===== src/rtl/cordic_iter_rotator.sv =====
// -----------------------------------------------------------------------------
// cordic_iter_rotator
//
// Iterative CORDIC rotation engine. One shift-add micro-rotation datapath is
// reused for ITER cycles per sample. Only one sample is in flight at a time,
// and both sides use a valid/ready handshake. This is the low-area companion to
// the unrolled, pipelined rotator.
//
// Angles are Q1.(AW-1): [-1.0, 1.0) maps to [-pi, pi). A fixed +/-90 degree
// pre-rotation brings |theta| inside the CORDIC convergence range.
//
// Optional feature macro: CORDIC_ITER_GAIN_COMP_EN
//   defined   : a COMP state adds one cycle. In that cycle both outputs are
//               scaled by K = 1/1.6468, giving a net gain of about 1.0.
//   undefined : there is no COMP state and no multiplier. Outputs carry the
//               CORDIC gain of about 1.6468.
//
// Parameters
//   DW   : signed width of the x/y samples
//   AW   : signed width of the angle (Q1.(AW-1)), 2..31
//   ITER : micro-rotations per sample, 1..AW-1
//
// Ports
//   i_clk        clock; all state changes happen on the rising edge
//   i_rst_n      asynchronous active-low reset
//   i_in_valid   input sample valid
//   o_in_ready   engine can accept a sample (IDLE only)
//   i_x_in       signed input vector, x component
//   i_y_in       signed input vector, y component
//   i_theta_in   signed rotation angle
//   o_out_valid  result valid (DONE)
//   i_out_ready  downstream accepts the result
//   o_x_out      rotated vector, x component
//   o_y_out      rotated vector, y component
//   o_busy       high in any state other than IDLE
//
// State table
//   state  | meaning
//   IDLE   | waiting for a sample; o_in_ready=1
//   RUN    | one micro-rotation per cycle, cnt = 0..ITER-1
//   COMP   | gain-compensation multiply (only with CORDIC_ITER_GAIN_COMP_EN)
//   DONE   | result presented; held until o_out_valid && i_out_ready
// -----------------------------------------------------------------------------
module cordic_iter_rotator #(
  parameter int DW   = 16,
  parameter int AW   = DW,
  parameter int ITER = 14
) (
  input  logic                 i_clk,
  input  logic                 i_rst_n,
  input  logic                 i_in_valid,
  output logic                 o_in_ready,
  input  logic signed [DW-1:0] i_x_in,
  input  logic signed [DW-1:0] i_y_in,
  input  logic signed [AW-1:0] i_theta_in,
  output logic                 o_out_valid,
  input  logic                 i_out_ready,
  output logic signed [DW-1:0] o_x_out,
  output logic signed [DW-1:0] o_y_out,
  output logic                 o_busy
);

  localparam int CW = (ITER > 1) ? $clog2(ITER) : 1;
  localparam logic [CW-1:0] CNT_LAST = CW'(ITER - 1);

  // +90 degrees in Q1.(AW-1), and its negation.
  localparam logic signed [AW-1:0] ANG_P90 = AW'(1) << (AW - 2);
  localparam logic signed [AW-1:0] ANG_M90 = -ANG_P90;

  // The arctangent table is held at Q31 resolution and rounded down to AW bits
  // at elaboration. The result is a constant per iteration index.
  localparam int          ATAN_SH  = 32 - AW;
  localparam logic [31:0] ATAN_RND = (ATAN_SH > 0) ? (32'd1 << (ATAN_SH - 1)) : 32'd0;

  // round(atan(2^-i) / pi * 2^31)
  function automatic logic [31:0] atan_q31(input int idx);
    logic [31:0] v;
    v = 32'd0;
    case (idx)
      0:  v = 32'd536870912;
      1:  v = 32'd316933406;
      2:  v = 32'd167458907;
      3:  v = 32'd85004756;
      4:  v = 32'd42667331;
      5:  v = 32'd21354465;
      6:  v = 32'd10679838;
      7:  v = 32'd5340245;
      8:  v = 32'd2670163;
      9:  v = 32'd1335087;
      10: v = 32'd667544;
      11: v = 32'd333772;
      12: v = 32'd166886;
      13: v = 32'd83443;
      14: v = 32'd41722;
      15: v = 32'd20861;
      16: v = 32'd10430;
      17: v = 32'd5215;
      18: v = 32'd2608;
      19: v = 32'd1304;
      20: v = 32'd652;
      21: v = 32'd326;
      22: v = 32'd163;
      23: v = 32'd81;
      24: v = 32'd41;
      25: v = 32'd20;
      26: v = 32'd10;
      27: v = 32'd5;
      28: v = 32'd3;
      29: v = 32'd1;
      30: v = 32'd1;
      default: v = 32'd0;
    endcase
    return v;
  endfunction

  logic signed [AW-1:0] w_atan_tab [ITER];

  for (genvar gi = 0; gi < ITER; gi++) begin : g_atan
    assign w_atan_tab[gi] = AW'((atan_q31(gi) + ATAN_RND) >> ATAN_SH);
  end

  typedef enum logic [1:0] {
    S_IDLE = 2'd0,
    S_RUN  = 2'd1,
    S_COMP = 2'd2,
    S_DONE = 2'd3
  } state_t;

  state_t r_state;
  state_t w_state_nxt;

  logic [CW-1:0]        r_cnt;
  logic signed [DW-1:0] r_x;
  logic signed [DW-1:0] r_y;
  logic signed [AW-1:0] r_a;
  logic signed [DW-1:0] r_x_out;
  logic signed [DW-1:0] r_y_out;

  logic                 w_accept;
  logic                 w_last;

  logic signed [DW-1:0] w_x_pre;
  logic signed [DW-1:0] w_y_pre;
  logic signed [AW-1:0] w_a_pre;

  logic signed [DW-1:0] w_x_sh;
  logic signed [DW-1:0] w_y_sh;
  logic signed [AW-1:0] w_atan;
  logic signed [DW-1:0] w_x_nxt;
  logic signed [DW-1:0] w_y_nxt;
  logic signed [AW-1:0] w_a_nxt;

  // ---------------------------------------------------------------------------
  // FSM
  // ---------------------------------------------------------------------------
  always_ff @(posedge i_clk or negedge i_rst_n) begin
    if (!i_rst_n) begin
      r_state <= S_IDLE;
    end else begin
      r_state <= w_state_nxt;
    end
  end

  always_comb begin
    w_state_nxt = r_state;
    o_in_ready  = 1'b0;
    o_out_valid = 1'b0;
    o_busy      = 1'b1;
    w_accept    = 1'b0;
    w_last      = 1'b0;
    case (r_state)
      S_IDLE: begin
        o_in_ready = 1'b1;
        o_busy     = 1'b0;
        if (i_in_valid) begin
          w_accept    = 1'b1;
          w_state_nxt = S_RUN;
        end
      end
      S_RUN: begin
        if (r_cnt == CNT_LAST) begin
          w_last = 1'b1;
`ifdef CORDIC_ITER_GAIN_COMP_EN
          w_state_nxt = S_COMP;
`else
          w_state_nxt = S_DONE;
`endif
        end
      end
      S_COMP: begin
`ifdef CORDIC_ITER_GAIN_COMP_EN
        w_state_nxt = S_DONE;
`else
        w_state_nxt = S_IDLE;
`endif
      end
      S_DONE: begin
        o_out_valid = 1'b1;
        if (i_out_ready) begin
          w_state_nxt = S_IDLE;
        end
      end
      default: w_state_nxt = S_IDLE;
    endcase
  end

  // ---------------------------------------------------------------------------
  // Quadrant pre-rotation: this folds |theta| into the +/-90 degree range,
  // where the micro-rotations converge.
  // ---------------------------------------------------------------------------
  always_comb begin
    w_x_pre = i_x_in;
    w_y_pre = i_y_in;
    w_a_pre = i_theta_in;
    if (i_theta_in >= ANG_P90) begin
      w_x_pre = -i_y_in;
      w_y_pre = i_x_in;
      w_a_pre = i_theta_in - ANG_P90;
    end else if (i_theta_in < ANG_M90) begin
      w_x_pre = i_y_in;
      w_y_pre = -i_x_in;
      w_a_pre = i_theta_in + ANG_P90;
    end
  end

  // ---------------------------------------------------------------------------
  // Micro-rotation i = cnt. Both updates use the old x and y values.
  // ---------------------------------------------------------------------------
  always_comb begin
    w_x_sh = r_x >>> r_cnt;
    w_y_sh = r_y >>> r_cnt;
    w_atan = w_atan_tab[r_cnt];
    if (!r_a[AW-1]) begin
      w_x_nxt = r_x - w_y_sh;
      w_y_nxt = r_y + w_x_sh;
      w_a_nxt = r_a - w_atan;
    end else begin
      w_x_nxt = r_x + w_y_sh;
      w_y_nxt = r_y - w_x_sh;
      w_a_nxt = r_a + w_atan;
    end
  end

`ifdef CORDIC_ITER_GAIN_COMP_EN
  // K = round(0.6072529350 * 2^(DW-1)), which is positive and fits in DW bits.
  localparam longint unsigned K_NUM = 64'd6072529350;
  localparam logic signed [2*DW-1:0] K_GAIN =
    (2*DW)'((K_NUM * (64'd1 << (DW - 1)) + 64'd5000000000) / 64'd10000000000);

  logic signed [2*DW-1:0] w_x_prod;
  logic signed [2*DW-1:0] w_y_prod;
  logic signed [DW-1:0]   w_x_cmp;
  logic signed [DW-1:0]   w_y_cmp;

  assign w_x_prod = (2*DW)'(r_x) * K_GAIN;
  assign w_y_prod = (2*DW)'(r_y) * K_GAIN;
  assign w_x_cmp  = DW'(w_x_prod >>> (DW - 1));
  assign w_y_cmp  = DW'(w_y_prod >>> (DW - 1));
`endif

  // ---------------------------------------------------------------------------
  // Datapath registers
  // ---------------------------------------------------------------------------
  always_ff @(posedge i_clk or negedge i_rst_n) begin
    if (!i_rst_n) begin
      r_cnt   <= '0;
      r_x     <= '0;
      r_y     <= '0;
      r_a     <= '0;
      r_x_out <= '0;
      r_y_out <= '0;
    end else if (w_accept) begin
      r_cnt <= '0;
      r_x   <= w_x_pre;
      r_y   <= w_y_pre;
      r_a   <= w_a_pre;
    end else if (r_state == S_RUN) begin
      r_x <= w_x_nxt;
      r_y <= w_y_nxt;
      r_a <= w_a_nxt;
      // The counter is cleared on the final step so that it never has to
      // represent ITER itself.
      if (w_last) begin
        r_cnt <= '0;
`ifndef CORDIC_ITER_GAIN_COMP_EN
        r_x_out <= w_x_nxt;
        r_y_out <= w_y_nxt;
`endif
      end else begin
        r_cnt <= r_cnt + CW'(1);
      end
    end
`ifdef CORDIC_ITER_GAIN_COMP_EN
    else if (r_state == S_COMP) begin
      r_x_out <= w_x_cmp;
      r_y_out <= w_y_cmp;
    end
`endif
  end

  assign o_x_out = r_x_out;
  assign o_y_out = r_y_out;

endmodule


===== config.mk =====
export PLATFORM = sky130hd
export DESIGN_NAME = cordic_iter_rotator
export DESIGN_NICKNAME = d
export VERILOG_FILES = /design/src/rtl/cordic_iter_rotator.sv
export SDC_FILE = /design/constraint.sdc
export NUM_CORES = 1
export LEC_CHECK = 0
export CAP_MARGIN = 20
export CORE_MARGIN = 2
export CORE_UTILIZATION = 47
export CTS_CLUSTER_SIZE = 14
export DETAILED_ROUTE_END_ITERATION = 16
export HOLD_SLACK_MARGIN = 0.15
export PLACE_DENSITY = 0.69
export REMOVE_ABC_BUFFERS = 1
export SLEW_MARGIN = 20
export SYNTH_ARGS = -nofsm -noshare
export SYNTH_HDL_FRONTEND = slang
export SYNTH_SLANG_ARGS = --single-unit

===== constraint.sdc =====
create_clock -name i_clk -period 14.3 [get_ports i_clk]
set_clock_uncertainty 0.15 [all_clocks]
set_input_delay 2.86 -clock i_clk [delete_from_list [all_inputs] [get_ports i_clk]]
set_output_delay 2.86 -clock i_clk [all_outputs]
set_load 0.05 [all_outputs]

==> results of run 1 <==
==> Yosys cell counts, types with 3 or more instances <==
master,instances,area share
nor2b_1,15,0.0096
nand3_1,26,0.013
o211ai_1,11,0.0085
a41oi_1,4,0.0036
a211o_1,3,0.0027
a41o_1,4,0.0041
o21a_1,9,0.0069
o41ai_1,3,0.0027
nor2_1,103,0.040
nor3b_1,3,0.0023
dfrtp_1,86,0.22
and3_1,10,0.0064
o21ai_0,74,0.038
xnor2_1,47,0.042
inv_1,34,0.013
a21o_1,16,0.012
buf_2,6,0.0031
mux2_2,33,0.038
xor2_1,35,0.031
buf_1,17,0.0066
mux2i_1,21,0.022
fa_1,3,0.0062
clkbuf_1,52,0.020
and2_1,7,0.0045
o31ai_1,6,0.0046
nand2_1,135,0.052
nand2b_1,19,0.012
or2_2,7,0.0045
ha_1,65,0.083
or3_1,10,0.0064
nor4_1,5,0.0032
o21bai_1,6,0.0046
o221ai_1,14,0.013
a21oi_1,99,0.051
a31oi_1,29,0.019
a221o_1,4,0.0041
a211oi_1,25,0.019
mux4_2,30,0.069
o31a_1,4,0.0036
o22a_1,5,0.0045
o22ai_1,17,0.011
a22oi_1,16,0.012
nor3_1,30,0.015
nand4_1,4,0.0026
mux4_1,4,0.011
==> state kept, by name, indices dropped and copies added, names as in the netlist <==
signal   count
o_x_out     16
r_state      2
r_a         16
r_x         16
r_cnt        4
o_y_out     16
r_y         16
==> cell type report <==
cell class                      instances  area (µm²)
Fill cell                            1932        9230
Multi-Input combinational cell        996        7164
Sequential cell                        86        2153
Timing Repair Buffer                  100       983.4
Tap cell                              270       337.8
Clock buffer                            9       225.2
Inverter                               37       138.9
Clock inverter                          7       66.31
==> final timing paths <==
kind / endpoint / from
max: r_y[15]$_DFFE_PN0P_ / r_cnt[0]$_DFFE_PN0P_
min: o_y_out[14]$_DFFE_PN0P_ / o_y_out[14]$_DFFE_PN0P_
max reg2reg: r_y[15]$_DFFE_PN0P_ / r_cnt[0]$_DFFE_PN0P_
min reg2reg: o_y_out[14]$_DFFE_PN0P_ / o_y_out[14]$_DFFE_PN0P_
max in group asynchronous: r_y[8]$_DFFE_PN0P_ / i_rst_n
min in group asynchronous: r_a[5]$_DFFE_PN0P_ / i_rst_n
==> kinds of logic (layout without fill, tap and decap cells) <==
family	count (synthesis)	in the layout	share of synthesized area
AND/OR/NAND/NOR	388	388	0.1859
AO/OA/AOI/OAI	370	370	0.2441
buffers and inverters	114	153	0.04586
multiplexers	88	88	0.1399
flip-flops	86	86	0.2209
XOR/XNOR	82	82	0.07373
adder cells (fa/ha/maj)	68	68	0.08966
==> stage by stage <==
step / worst slack [ns] / cells / area (µm²) / util / hold WS, ns
floorplan: 7.878 / 1119 / 9433 / - / 0.3187
global placement: 7.910 / 1488 / 10740 / 0.5291 / 0.3139
detailed placement: 7.889 / 1488 / 10740 / 0.5291 / 0.3208
CTS: 8.253 / 1504 / 11030 / 0.5435 / 0.3374
global route: 8.014 / 1505 / 11070 / 0.5453 / 0.3703
finish: 8.238 / 1505 / 11070 / 0.5453 / 0.3302
==> routing by layer <==
layer / routed length [µm] / GRT usage
met5: 0 / 0
met4: 1102 / 0.09524
met3: 1962 / 0.04228
met2: 13910 / 0.4521
met1: 12840 / 0.3655
==> worst reg2reg max path, stage by stage (launching register included) <==
cell	delay (ns)
dfrtp_2	0.34
buf_4	0.64
mux4_2	0.67
mux4_2	0.53
or3_4	0.41
or3_4	0.40
nor3_1	0.42
a21oi_1	0.16
xnor2_1	0.16
o21ai_0	0.10
ha_1	0.41
and3_1	0.21
a211oi_1	0.10
o41ai_1	0.55
inv_1	0.14
and4_4	0.22
or3_1	0.33
==> summary.md, run 1 <==
| Metric | Value |
|---|---|
| Rel. slew slack | `0.4505` |
| Delay of the slowest cell on the worst path | `roughly 0.65 ns` |
| First-pass GRT wire length | `approximately 48,000 µm` |
| Worst-Skew Late Latency | `0.36 ns` |
| WP depth | `16` |
| Share of cells above drive strength 1 | `0.09312` |
| Worst Hold Depth | `2` |
| Clock buffer depth | `2` |
| First drt pass iteration count | `6` |
| Critical-path cell list | `buf_4 > mux4_2 > mux4_2 > or3_4 > or3_4 > nor3_1 > a21oi_1 > xnor2_1 > o21ai_0 > ha_1 > and3_1 > a211oi_1 > o41ai_1 > inv_1 > and4_4 > or3_1` |
| Clk sink count | `86` |
| Syn. warnings | `0` |
| EDFF count, synth | `0` |
| Core Rows | `52` |
| Post-CTS Setup Inserts | `0` |
| CP startpoint kind | `flop` |
| Data required time of the critical path | `14.39 ns` |
| CP max-delay cell | `mux4_2` |
| Cell variety after synth | `74` |
| Diodes inserted | `0` |
| Post-Syn Area | `9741 µm²` |
| Min Tclk post-route | `6.062 ns` |
| Routed wire length | `29,810 µm` |
| Area growth from synthesis to layout | `13.64%` |
| Total Neg Setup Slack | `0 ns` |
| CTS tree | `done` |
| Starting density of the core | `0.4798` |
| Number of buffers added on ports | `86` |
| Commonest non-fill, non-tap cells in the layout | `nand2_1, nor2_1, a21oi_1, clkdlybuf4s50_1, dfrtp_1` |
| Crit. End Element | `flop` |
| CTS Buf Count | `9` |
| Max-slew violation count | `0` |
| Dpl hpwl | `21,460 µm` |
| Antenna Nets Post-Route | `0` |
| Reg2Reg Depth | `16` |
| Vias in the first global route | `around 8,900` |
| Vias per cell | `between 6 and 7` |
| Overflow after GRT | `0` |
| Synth async-reset ratio | `1.000` |
| Min-Delay Path Class | `flop to flop` |
| Final #Nets | `1,350` |
| Buf/Inv on CP | `2` |
| Hold Buf Count CTS | `0` |
| Crit path DAT | `6.15 ns` |
| Least-Margin Pin Slew | `0.8243 ns` |
| Initial antenna violation count | `0` |
| DRC Markers | `0` |
| Die X | `148.0 µm` |
| Quantity of gates resized following cts | `0` |
| Sequential element share of the synthesized area | `0.2209` |
| Main synth FF type | `dfrtp_1` |
| Routed wire per std cell | `a little under 20 µm` |
| Root buffer cell | `clkbuf_16` |
| Gpl congestion | `0.9174` |
| Reg2reg setup slack | `8.24 ns` |
| Die ar. | `21,890 µm²` |
| Setup CP Type | `flop to flop` |
| CP max FO | `59` |
| IO Pins | `87` |
| Synth Area per Inst | `8.144 µm²` |
| CORE AREA | `20,300 µm²` |
| Commonest non-fill, non-tap cell in the layout | `nand2_1` |
| Fmax | `roughly 160 MHz` |
| Max Cap Viol | `0` |
| GRT Overall Usage | `0.2735` |
| Reg clk slew, reported paths | `around 0.070 ns` |
| Period utilization | `0.4239` |
| Vert. Die Dim | `approximately 150 µm` |
| Largest net degree at the start of global routing | `70` |
| RSZ-0062 raised after global routing | `no` |
| Initial DRC Count | `approximately 760` |
| Syn Inst Count | `1,196` |
| Status | `completed` |
| #FFs+latches synth | `86` |
| Fin. Hold Viols | `0` |
| # setup viols final | `0` |
| H-tree levels | `3` |
| Via Count | `9,476` |
| Crit-path leading delay family | `simple AND/OR/NAND/NOR gates` |
Power of run 1 is not shown: default switching activity piles up to over one toggle a cycle in this logic, so the estimate is an artifact.
==> run 2, diff against run 1 <==
==> constraint.sdc (replaced) <==
create_clock -name i_clk -period 5.6 [get_ports i_clk]
set_clock_uncertainty 0.15 [all_clocks]
set_input_delay 1.12 -clock i_clk [delete_from_list [all_inputs] [get_ports i_clk]]
set_output_delay 1.12 -clock i_clk [all_outputs]
set_load 0.05 [all_outputs]
==> summary.md, run 2 (same netlist as run 1, synthesis figures left out) <==
| Metric | Value |
|---|---|
| Routed wire per std cell | `20.29 µm` |
| H-tree levels | `3` |
| First-pass GRT wire length | `48,620 µm` |
| Via Count | `9,602` |
| Commonest non-fill, non-tap cell in the layout | `nand2_1` |
| CP startpoint kind | `flop` |
| Fillers | `1,919` |
| Rel. slew slack | `0.4423` |
| First drt pass iteration count | `5` |
| Crit Reg-Reg Endpoint | `r_y[15]$_DFFE_PN0P_` |
| Final core utilization | `0.5542` |
| Commonest non-fill, non-tap cells in the layout | `nand2_1, nor2_1, a21oi_1, clkdlybuf4s50_1, dfrtp_1` |
| Crit path DAT | `5.32 ns` |
| Diodes inserted | `0` |
| Die ar. | `between 20,000 and 25,000 µm²` |
| Initial DRC Count | `783` |
| Hold Buf Count CTS | `0` |
| WHS Endpoint | `o_y_out[14]$_DFFE_PN0P_` |
| Worst r2r src | `r_cnt[2]$_DFFE_PN0P_` |
| Largest net degree at the start of global routing | `between 60 and 70` |
| Die X | `148.0 µm` |
| Status | `completed` |
| Core Rows | `52` |
| IO Pins | `87` |
| CP max FO | `12` |
| Placement Cell Area | `10,910 µm²` |
| Fmax | `191.7 MHz` |
| Reg2reg setup slack | `0.38 ns` |
| Starting density of the core | `0.4798` |
| Overflow after GRT | `0` |
| Period utilization | `0.9313` |
| # setup viols final | `0` |
| Initial antenna violation count | `0` |
| Max-slew violation count | `0` |
| Number of buffers added on ports | `86` |
| Dpl hpwl | `22,660 µm` |
| Fin. Hold Viols | `0` |
| Clock buffer depth | `2` |
| Root buffer cell | `clkbuf_16` |
| Hold path start | `o_y_out[14]$_DFFE_PN0P_` |
| CTS Buf Count | `9` |
| Final #Nets | `between 1,000 and 1,500` |
| Setup CP Type | `flop to flop` |
| Data required time of the critical path | `5.70 ns` |
| Worst-Skew Late Latency | `between 0.3 and 0.4 ns` |
| Vias per cell | `6.296` |
| Vert. Die Dim | `148.0 µm` |
| Area growth from synthesis to layout | `15.50%` |
| Share of cells above drive strength 1 | `0.1108` |
| Antenna Nets Post-Route | `0` |
| Reg clk slew, reported paths | `about 0.080 ns` |
| Max Cap Viol | `0` |
| Gpl congestion | `0.9757` |
| Vias in the first global route | `8,793` |
| DRC Markers | `0` |
| Crit. End Element | `flop` |
| CTS tree | `done` |
| Least-Margin Pin Slew | `~0.83 ns` |
| Routed wire length | `between 30,000 and 40,000 µm` |
| Worst Hold Depth | `2` |
| Min-Delay Path Class | `flop to flop` |
| GRT Overall Usage | `0.2822` |
| Min Tclk post-route | `5.215 ns` |
| Clk sink count | `86` |
| CORE AREA | `20,300 µm²` |
| Final Cell Area | `11,250 µm²` |
| Reg2Reg Depth | `19` |
-- run 2: cell types whose count changed in the layout (fill, tap and decap cells not counted), sizes merged --
| cell | change |
|---|---|
| buf | +20 |
| clkinv | -1 |
| inv | +1 |
-- run 2: stage by stage --
stage	instances	setup TNS [ns]	setup slack (ns)	hold slack (ns)
after floorplan	1119	-5.731	-0.8221	0.3187
after global placement	1509	0	0.2533	0.3139
after detailed placement	1509	0	0.1901	0.3203
after CTS	1525	0	0.1506	0.3374
after global routing	1525	-0.007703	-0.007703	0.3646
final	1525	0	0.3847	0.3313
-- run 2: worst max path at each step --
stage	from	endpoint	cells past startpoint	slack, ns
floorplan	r_cnt[0]$_DFFE_PN0P_	r_y[15]$_DFFE_PN0P_	15	-0.82
global route	r_cnt[0]$_DFFE_PN0P_	r_x[15]$_DFFE_PN0P_	19	-0.008
finish	r_cnt[2]$_DFFE_PN0P_	r_y[15]$_DFFE_PN0P_	19	0.38
detailed placement	r_cnt[0]$_DFFE_PN0P_	r_x[15]$_DFFE_PN0P_	20	0.19
CTS	r_cnt[0]$_DFFE_PN0P_	r_x[15]$_DFFE_PN0P_	20	0.15
global placement	r_cnt[0]$_DFFE_PN0P_	r_x[15]$_DFFE_PN0P_	20	0.25
-- run 2: repair_timing --
action	in CTS	in global routing
endpoints found under the setup margin	0	12
resized for setup	0	7
buffers inserted	0	0
-- run 2: per-layer routing --
layer	up-vias	global-route usage	share of wire
li1	4552	-	-
met1	4586	0.3973	0.44
met2	403	0.4454	0.45
met3	61	0.03704	0.070
met4	0	0.1029	0.036
met5	-	0	0
-- run 2: final cells by class --
| class | count | area (µm²) | share of cell area |
|---|---|---|---|
| Multi-Input combinational cell | 996 | 7192 | 0.6392 |
| Inverter | 37 | 138.9 | 0.01234 |
| Sequential cell | 86 | 2153 | 0.1914 |
| Clock inverter | 7 | 65.06 | 0.005783 |
| Timing Repair Buffer | 120 | 1139 | 0.1012 |
| Tap cell | 270 | 337.8 | 0.03003 |
| Clock buffer | 9 | 225.2 | 0.02002 |
-- run 2: worst max-delay path, stage by stage (launching register included) --
cell	delay [ns]
dfrtp_1	0.71
mux2_2	0.43
nor2_1	0.09
a21oi_1	0.05
o21ai_0	0.42
nand2_1	0.09
o21ai_0	0.14
ha_1	0.22
nand2_1	0.11
o21a_1	0.21
xor2_1	0.15
ha_1	0.37
nand2_1	0.07
a211o_1	0.25
a31oi_1	0.27
a211oi_1	0.16
o41ai_1	0.52
inv_1	0.14
and4_4	0.21
or3_1	0.33
Power of run 2 is left out for the same reason.
==> run 3, diff against run 2 <==
--- a/config.mk
+++ b/config.mk
@@ -6,7 +6,7 @@
 export NUM_CORES = 1
 export LEC_CHECK = 0
 export CAP_MARGIN = 20
-export CORE_MARGIN = 2
+export CORE_MARGIN = 8
 export CORE_UTILIZATION = 47
 export CTS_CLUSTER_SIZE = 14
 export DETAILED_ROUTE_END_ITERATION = 16
==> summary.md, run 3 (same netlist as run 1, synthesis figures left out) <==
| Metric | Value |
|---|---|
| Dpl hpwl | `roughly 23,000 µm` |
| RSZ-0062 raised after global routing | `no` |
| Share of cells above drive strength 1 | `0.1063` |
| Reg2reg setup slack | `0.34 ns` |
| Commonest non-fill, non-tap cells in the layout | `nand2_1, nor2_1, a21oi_1, clkdlybuf4s50_1, dfrtp_1` |
| Period utilization | `0.9394` |
| Fmax | `approximately 190 MHz` |
| H-tree levels | `3` |
| CTS tree | `done` |
| Rel. slew slack | `0.3194` |
| First-pass GRT wire length | `between 50,000 and 60,000 µm` |
| Vias per cell | `6.320` |
| Antenna Nets Post-Route | `0` |
| Vias in the first global route | `9,268` |
| First drt pass iteration count | `5` |
| # setup viols final | `0` |
| Hold path start | `o_x_out[11]$_DFFE_PN0P_` |
| CTS Buf Count | `9` |
| CP max-delay cell | `mux4_2` |
| Crit path DAT | `about 5.4 ns` |
| Vert. Die Dim | `~160 µm` |
| Fin. Hold Viols | `0` |
| Status | `completed` |
| Starting density of the core | `0.4798` |
| Reg clk slew, reported paths | `~0.07 ns` |
| Number of buffers added on ports | `86` |
| Initial DRC Count | `949` |
| Final WS setup | `approximately 0.34 ns` |
| IO Pins | `87` |
| Crit-path leading delay family | `simple AND/OR/NAND/NOR gates` |
| Min-Delay Path Class | `flop to flop` |
| Overflow after GRT | `0` |
| Reg2Reg Depth | `15` |
| Max-slew violation count | `0` |
| Min Tclk post-route | `between 5 and 6 ns` |
| Clk sink count | `86` |
| Diodes inserted | `0` |
| Crit. End Element | `flop` |
| Critical-path cell list | `mux4_2 > mux4_2 > or3_4 > or3_4 > nor3_1 > a21oi_1 > xnor2_1 > o21ai_0 > ha_1 > and3_1 > a211oi_1 > o41ai_2 > inv_1 > and4_4 > or3_1` |
| Max Cap Viol | `0` |
| Core Rows | `52` |
| Final Cell Area | `around 11,000 µm²` |
| Gpl congestion | `0.9958` |
| DRC Markers | `0` |
| Via Count | `~9,600` |
| Least-Margin Pin Slew | `1.017 ns` |
| Data required time of the critical path | `5.69 ns` |
| Root buffer cell | `clkbuf_16` |
| Fin Hold WS | `0.3279 ns` |
| WHS Endpoint | `o_x_out[11]$_DFFE_PN0P_` |
| Placement Cell Area | `about 11,000 µm²` |
| DP Worst Slack | `0.3063 ns` |
| Worst Hold Depth | `2` |
| CP max FO | `9` |
| Clock buffer depth | `2` |
| Die X | `160.0 µm` |
| Largest net degree at the start of global routing | `51` |
| Commonest non-fill, non-tap cell in the layout | `nand2_1` |
| CORE AREA | `20,300 µm²` |
| Setup CP Type | `flop to flop` |
| Worst r2r src | `r_x[10]$_DFFE_PN0P_` |
| Buf/Inv on CP | `1` |
| Routed wire per std cell | `~21 µm` |
| Die ar. | `about 26,000 µm²` |
| Area growth from synthesis to layout | `14.70%` |
| Fillers | `1,931` |
| Routed wire length | `around 32,000 µm` |
| Delay of the slowest cell on the worst path | `0.54 ns` |
| Initial antenna violation count | `0` |
| Crit Reg-Reg Endpoint | `r_y[15]$_DFFE_PN0P_` |
| CP startpoint kind | `flop` |
| Final #Nets | `1,366` |
| Worst-Skew Late Latency | `about 0.36 ns` |
| GRT Overall Usage | `0.2429` |
[run 3: metal layers]
layer	GRT usage	vias to the layer above	part of all wire
met5	0	-	0
met3	0.04190	75	0.071
met4	0.1024	0	0.035
li1	-	4535	-
met1	0.3220	4597	0.44
met2	0.3842	406	0.45
[run 3: worst min-delay path, delay by kind of cell (launching register included)]
family | cells | cell delay (ns)
flip-flops | 1 | 0.34
AND/OR/NAND/NOR | 1 | 0.04
AO/OA/AOI/OAI | 1 | 0.06
[run 3: worst max path at each step]
stage | start | cells past startpoint | endpoint
5_1_grt | r_cnt[0]$_DFFE_PN0P_ | 21 | r_y[15]$_DFFE_PN0P_
3_3_place_gp | r_x[10]$_DFFE_PN0P_ | 15 | r_y[15]$_DFFE_PN0P_
4_1_cts | r_cnt[0]$_DFFE_PN0P_ | 21 | r_y[15]$_DFFE_PN0P_
3_5_place_dp | r_cnt[0]$_DFFE_PN0P_ | 21 | r_y[15]$_DFFE_PN0P_
6_report | r_x[10]$_DFFE_PN0P_ | 15 | r_y[15]$_DFFE_PN0P_
2_1_floorplan | r_cnt[0]$_DFFE_PN0P_ | 15 | r_y[15]$_DFFE_PN0P_
[run 3: repair_timing]
item / in CTS / in global routing
setup buffers: 0 / 0
hold buffers: 0 / 0
endpoints found under the hold margin: 0 / 0
setup endpoints to repair: 0 / 7
gates resized for setup: 0 / 4
[run 3: final cells by class]
| cell class | instances | area (µm²) | area share |
|---|---|---|---|
| multi-input combinational | 996 | 7168 | 0.6416 |
| clock buffer | 9 | 225.2 | 0.02016 |
| tap | 270 | 337.8 | 0.03024 |
| clock inverter | 7 | 57.56 | 0.005152 |
| timing repair buffer | 116 | 1091 | 0.09766 |
| sequential | 86 | 2153 | 0.1927 |
| inverter | 37 | 138.9 | 0.01243 |
[run 3: metrics by stage]
stage / instances / setup TNS [ns] / util
detailed placement: 1505 / 0 / 0.5354
floorplan: 1119 / -5.731 / -
global placement: 1505 / 0 / 0.5354
global route: 1521 / 0 / 0.5504
CTS: 1521 / 0 / 0.5493
finish: 1521 / 0 / 0.5504
Power of run 3 is left out for the same reason.
